`config.mk`:
```
export PLATFORM = sky130hd
export DESIGN_NAME = cmos_capture_8to16
export DESIGN_NICKNAME = d
export VERILOG_FILES = /design/src/rtl/cmos_pkg.sv /design/src/rtl/cmos_edge_det.sv /design/src/rtl/cmos_capture_8to16.sv
export SDC_FILE = /design/constraint.sdc
export NUM_CORES = 1
export LEC_CHECK = 0
export BUFFER_PORTS_ARGS = -buffer_cell sky130_fd_sc_hd__buf_2
export CAP_MARGIN = 20
export CORE_MARGIN = 4
export CORE_UTILIZATION = 51
export DETAILED_ROUTE_END_ITERATION = 10
export PLACE_DENSITY = 0.74
export SLEW_MARGIN = 25
export SYNTH_ARGS = -nofsm -noshare
export SYNTH_HDL_FRONTEND = slang
export SYNTH_SLANG_ARGS = --single-unit
```
`constraint.sdc`:
```
create_clock -name cmos_pclk -period 3.2 [get_ports cmos_pclk]
set_input_delay 0.48 -clock cmos_pclk [delete_from_list [all_inputs] [get_ports cmos_pclk]]
set_output_delay 0.48 -clock cmos_pclk [all_outputs]
set_load 0.01 [all_outputs]
```
`src/rtl/cmos_pkg.sv`:
```
// Shared definitions for the DVP capture front end and the splicing stage.
// Holds the capture FSM state type, the default frame geometry and the
// width of the line/pixel counters, plus a saturating-increment helper.
package cmos_pkg;

    typedef enum logic {
        SKIP   = 1'b0,
        ACTIVE = 1'b1
    } cap_state_t;

    localparam int unsigned CNT_W         = 11;
    localparam int unsigned CMOS_H_ACTIVE = 640;
    localparam int unsigned CMOS_V_ACTIVE = 480;

    localparam logic [CNT_W-1:0] CNT_MAX = '1;

    // Counter increment that sticks at the all-ones value.
    function automatic logic [CNT_W-1:0] sat_inc(input logic [CNT_W-1:0] v);
        return (v == CNT_MAX) ? v : v + CNT_W'(1);
    endfunction

endpackage

```
`src/rtl/cmos_edge_det.sv`:
```
// Registered rise/fall detector.
// Ports:
//   clk   - clock
//   rst   - synchronous active-high reset
//   sig   - input level (already registered by the caller)
//   sig_d - sig delayed one cycle; rise/fall are aligned with this copy
//   rise  - high for the first cycle sig_d is high
//   fall  - high for the first cycle sig_d is low
module cmos_edge_det (
    input  logic clk,
    input  logic rst,
    input  logic sig,
    output logic sig_d,
    output logic rise,
    output logic fall
);

    always_ff @(posedge clk) begin
        if (rst) begin
            sig_d <= 1'b0;
            rise  <= 1'b0;
            fall  <= 1'b0;
        end else begin
            sig_d <= sig;
            rise  <= sig & ~sig_d;
            fall  <= ~sig & sig_d;
        end
    end

endmodule

```
`src/rtl/cmos_capture_8to16.sv`:
```
// OV5640 DVP capture: drops start-up frames, packs byte pairs into RGB565
// pixels, re-times vsync/href to the packed data and checks frame geometry.
// Ports:
//   cmos_pclk     - sensor pixel clock, sole clock
//   sys_rst       - synchronous active-high reset
//   cmos_vsync_in - raw vsync, high between frames
//   cmos_href_in  - raw href, high during active line bytes
//   cmos_data_in  - raw byte, high byte of each pixel first
//   cmos_vsync    - vsync delayed 2 cycles, gated by frame_valid
//   cmos_href     - href delayed 2 cycles, gated by frame_valid
//   cmos_de       - one-cycle strobe, cmos_data holds a new pixel
//   cmos_data     - packed pixel {high byte, low byte}
//   frame_valid   - high once the start-up frames have been skipped
//   line_cnt      - completed lines in the current frame (saturating)
//   pix_cnt       - pixels emitted in the current line (saturating)
//   size_err      - sticky frame geometry error
module cmos_capture_8to16
    import cmos_pkg::*;
#(
    parameter int unsigned FRAME_SKIP = 10,
    parameter int unsigned H_ACTIVE   = CMOS_H_ACTIVE,
    parameter int unsigned V_ACTIVE   = CMOS_V_ACTIVE
) (
    input  logic             cmos_pclk,
    input  logic             sys_rst,
    input  logic             cmos_vsync_in,
    input  logic             cmos_href_in,
    input  logic [7:0]       cmos_data_in,
    output logic             cmos_vsync,
    output logic             cmos_href,
    output logic             cmos_de,
    output logic [15:0]      cmos_data,
    output logic             frame_valid,
    output logic [CNT_W-1:0] line_cnt,
    output logic [CNT_W-1:0] pix_cnt,
    output logic             size_err
);

    localparam int unsigned SKIP_W = (FRAME_SKIP == 0) ? 1 : $clog2(FRAME_SKIP + 1);

    cap_state_t        state;
    logic [SKIP_W-1:0] skip_cnt;

    logic       vs_q1, hr_q1;
    logic [7:0] d_q1, d_q2;
    logic       vs_q2, vs_rise, vs_fall_unused;
    logic       hr_q2, hr_rise, hr_fall;
    logic       phase;
    logic [7:0] hi_byte;

    // Edge detectors also provide the second pipeline stage for vsync/href.
    cmos_edge_det u_vs_edge (
        .clk  (cmos_pclk),
        .rst  (sys_rst),
        .sig  (vs_q1),
        .sig_d(vs_q2),
        .rise (vs_rise),
        .fall (vs_fall_unused)
    );

    cmos_edge_det u_hr_edge (
        .clk  (cmos_pclk),
        .rst  (sys_rst),
        .sig  (hr_q1),
        .sig_d(hr_q2),
        .rise (hr_rise),
        .fall (hr_fall)
    );

    // Capture FSM, byte pairing, counters and geometry check.
    always_ff @(posedge cmos_pclk) begin
        if (sys_rst) begin
            state       <= SKIP;
            skip_cnt    <= '0;
            vs_q1       <= 1'b0;
            hr_q1       <= 1'b0;
            d_q1        <= '0;
            d_q2        <= '0;
            phase       <= 1'b0;
            hi_byte     <= '0;
            cmos_vsync  <= 1'b0;
            cmos_href   <= 1'b0;
            cmos_de     <= 1'b0;
            cmos_data   <= '0;
            frame_valid <= 1'b0;
            line_cnt    <= '0;
            pix_cnt     <= '0;
            size_err    <= 1'b0;
        end else begin
            vs_q1      <= cmos_vsync_in;
            hr_q1      <= cmos_href_in;
            d_q1       <= cmos_data_in;
            d_q2       <= d_q1;
            cmos_de    <= 1'b0;
            cmos_vsync <= vs_q2 & frame_valid;
            cmos_href  <= hr_q2 & frame_valid;

            // Leave SKIP on the rising edge that ends the last skipped frame.
            case (state)
                SKIP: begin
                    if (vs_rise) begin
                        if (skip_cnt == SKIP_W'(FRAME_SKIP)) begin
                            state       <= ACTIVE;
                            frame_valid <= 1'b1;
                        end else begin
                            skip_cnt <= skip_cnt + SKIP_W'(1);
                        end
                    end
                end
                ACTIVE: begin
                end
                default: begin
                    state <= SKIP;
                end
            endcase

            // Phase 0 holds the high byte; phase 1 emits the pixel.
            if (hr_q2) begin
                phase <= ~phase;
                if (!phase) begin
                    hi_byte <= d_q2;
                end else if (state == ACTIVE) begin
                    cmos_data <= {hi_byte, d_q2};
                    cmos_de   <= 1'b1;
                end
            end else begin
                phase <= 1'b0;
            end

            if (hr_rise) begin
                pix_cnt <= '0;
            end else if (hr_q2 && phase && (state == ACTIVE)) begin
                pix_cnt <= sat_inc(pix_cnt);
            end

            // vsync clears first so a coincident line start sees a fresh frame.
            if (vs_rise) begin
                line_cnt <= '0;
            end else if (hr_fall) begin
                line_cnt <= sat_inc(line_cnt);
            end

            // phase still set at href fall means the line had an odd byte count.
            if (state == ACTIVE) begin
                if (hr_fall && ((pix_cnt != CNT_W'(H_ACTIVE)) || phase)) begin
                    size_err <= 1'b1;
                end
                if (vs_rise && (line_cnt != CNT_W'(V_ACTIVE))) begin
                    size_err <= 1'b1;
                end
            end
        end
    end

endmodule

```
==> metrics.yaml <==
startpoint_type: "flip-flop"
fin_area_um2: 3530
cts_inserted_buffers: 9
post_cts_resized: 0
clk_pin_slew_ps: 80
min_path_type: "in -> reg"
critPathMaxStageDelay_ps: 600
path_class: "reg -> reg"
syn_area_per_cell_um2: 9.09
run_status: "complete, no violations"
hpwl_um: 3980
seqPwrFrac_pct: 56.2
fin_skew_ps: 7.55
coreArea_um2: 5640
final_common_cell: "dfxtp_1"
period_minus_slack_ps: 1930
synthArstFlopShare_pct: 0
p_leak_nw: 1.40
wl_per_cell_um: 12.6
post_cts_buffers: 0
slew-limit-headroom_pct: 45.4
finalSetupTns_ps: 0
drv_slew: 0
ant_nets: 0
initial_core_util_pct: 53.6
r2r_cells: 4
crit_chain: "nand3_1 > a2111oi_1 > nand4_1 > mux2i_1"
synth_area_um2: 3030
crit_arrival_ps: 2160
placed_area_um2: 3320
final_util_pct: 62.5
synth_edf_count: 0
timing.final.crit_share_pct: 60.3
cap_violations: 0
dieHeight_um: 85.0
cts_root_buffer: "clkbuf_8"
rsz0062_at_grt: "no"
insertion_delay_ps: 340
firstDrtPassIters: 4
drt_iter0_markers: 145
drc: 0
syn_inst: 333
fmax_ghz: 0.518
path_depth: 4
final_cell_mix: "dfxtp_1, nand2_1, buf_2"
worst_pin_slew_ps: 816
drive_gt1_share_pct: 19.9
synth_flop_cell: "dfxtp_1"
synthDistinctLibCells: 43
synth-seq-cells: 80
crit_buf_inv: 0
required_ps: 3430
cts_tree: "done"
ctsHtreeMaxLevel: 3
path_delay_family: "simple AND/OR/NAND/NOR gates"
ir_drop_uv: 268
die_x_um: 85.0
clock-sinks: 80
combPwrFrac_pct: 2.6
power.switching_uw: 384
globalRouteOverflowTotal: 0
rows: 27
via_count: 2395
routed_wl_um: 5770
cts_hold_buf: 0
grt_pass1_vias: 2138
setup_viol: 0
vias_per_cell: 5.22
final_nets: 401
clockPowerShare_pct: 41.2
diodes: 0
grt_usage_pct: 16.6
gp_congestion: 0.825
grt_pass1_wl_um: 9760
whs_path_depth: 2
synth_nets: 351
antenna_found_initial: 0
pin_count: 55
swShare_pct: 21.1
grt_max_degree: 50
die_area_um2: 7230
area_growth_pct: 16.6
cp_slowest_cell: "nand3_1"
yosysWarnings: 0
power_density_nw_per_um2: 515
hold_viol: 0
path_max_fanout: 21
internal_power_mw: 1.43
clock_path_buffers: 2
end_kind: "flip-flop"
seq_area_frac_synth_pct: 52.9
portBuffers: 54
-- metal layers --
metal,vias up,GRT usage [%],routed length [µm]
li1,1234,-,-
met1,1078,23.0,2800
met2,73,24.3,2500
met3,10,3.59,369
met4,0,8.20,102
met5,-,0,0
-- metrics by stage --
step           hold slack, ps  instances  total power, mW  worst slack, ps
2_1_floorplan             384        333             1.08             1610
3_3_place_gp              390        444             1.09             1340
3_5_place_dp              398        444             1.09             1280
4_1_cts                   331        459             1.84             1240
5_1_grt                   333        459             1.89             1080
6_report                  348        459             1.82             1270
-- state kept, by name, summed over array words and instances (netlist names), 4 cells and up --
name       flops
cmos_data     16
d_q1           8
line_cnt      11
pix_cnt       11
skip_cnt       4
d_q2           8
hi_byte        8
-- Yosys cell counts (2+ instances only) --
library cell  count  share of area [%]
dfxtp_1          80                 53
nand2_1          59                7.3
a21oi_1          33                5.5
nor2_1           25                3.1
nor2b_1          22                4.5
clkbuf_1         11                1.4
nand3_1          10                1.7
xnor2_1           9                2.6
inv_1             7               0.87
nand4_1           7                1.4
a211oi_1          6                1.5
and3_1            6                1.2
ha_1              6                2.5
or3_1             4               0.83
a2111oi_2         3                1.5
a31oi_1           3               0.62
nor3_1            3               0.50
o21ai_0           3               0.50
xor2_1            3               0.87
and2b_1           2               0.50
and3b_1           2               0.58
and4_1            2               0.58
buf_1             2               0.25
buf_2             2               0.33
nor4_1            2               0.41
o311ai_0          2               0.58
o31ai_1           2               0.50
or2_2             2               0.41
-- path summary, 6_finish.rpt --
check / startpoint / endpoint / slack [ps]
worst min-delay path: cmos_data_in[6] / d_q1[6]$_SDFF_PP0_ / 350
worst max-delay path: state$_SDFF_PP0_ / pix_cnt[9]$_SDFFE_PP0P_ / 1270
worst min register to register: u_vs_edge.sig_d$_SDFF_PP0_ / u_vs_edge.rise$_SDFF_PP0_ / 410
worst max register to register: state$_SDFF_PP0_ / pix_cnt[9]$_SDFFE_PP0P_ / 1270
-- cell type report --
class | instances | area (µm²)
inverters | 7 | 26.3
clock inverters | 4 | 52.6
flip-flops and latches | 80 | 1600
repair buffers | 55 | 278
clock buffers | 11 | 151
multi-input cells | 230 | 1330
well taps | 72 | 90.1
fillers | 477 | 2110
-- logic make-up (layout without fill, tap and decap cells) --
family / after synthesis / in the layout / share of synthesized area [%]
AND/OR/NAND/NOR: 153 / 153 / 24.9
multiplexers: 1 / 1 / 0.331
buffers and inverters: 23 / 77 / 3.18
XOR/XNOR: 12 / 12 / 3.47
adder cells (fa/ha/maj): 6 / 6 / 2.48
AO/OA/AOI/OAI: 58 / 58 / 12.7
flip-flops: 80 / 80 / 52.9
-- power groups by stage --
stage | clock, mW | combinational, mW | sequential, mW
2_1_floorplan | 0 | 0.0347 | 1.04
6_report | 0.749 | 0.0470 | 1.02
3_5_place_dp | 0 | 0.0474 | 1.04
5_1_grt | 0.812 | 0.0539 | 1.02
4_1_cts | 0.771 | 0.0475 | 1.02
3_3_place_gp | 0 | 0.0470 | 1.04
-- worst register-to-register path: stages, from the launching register on --
cell	delay [ps]
dfxtp_1	410
nand3_1	600
a2111oi_1	510
nand4_1	160
mux2i_1	140
Power figures use the tool's default switching activity.
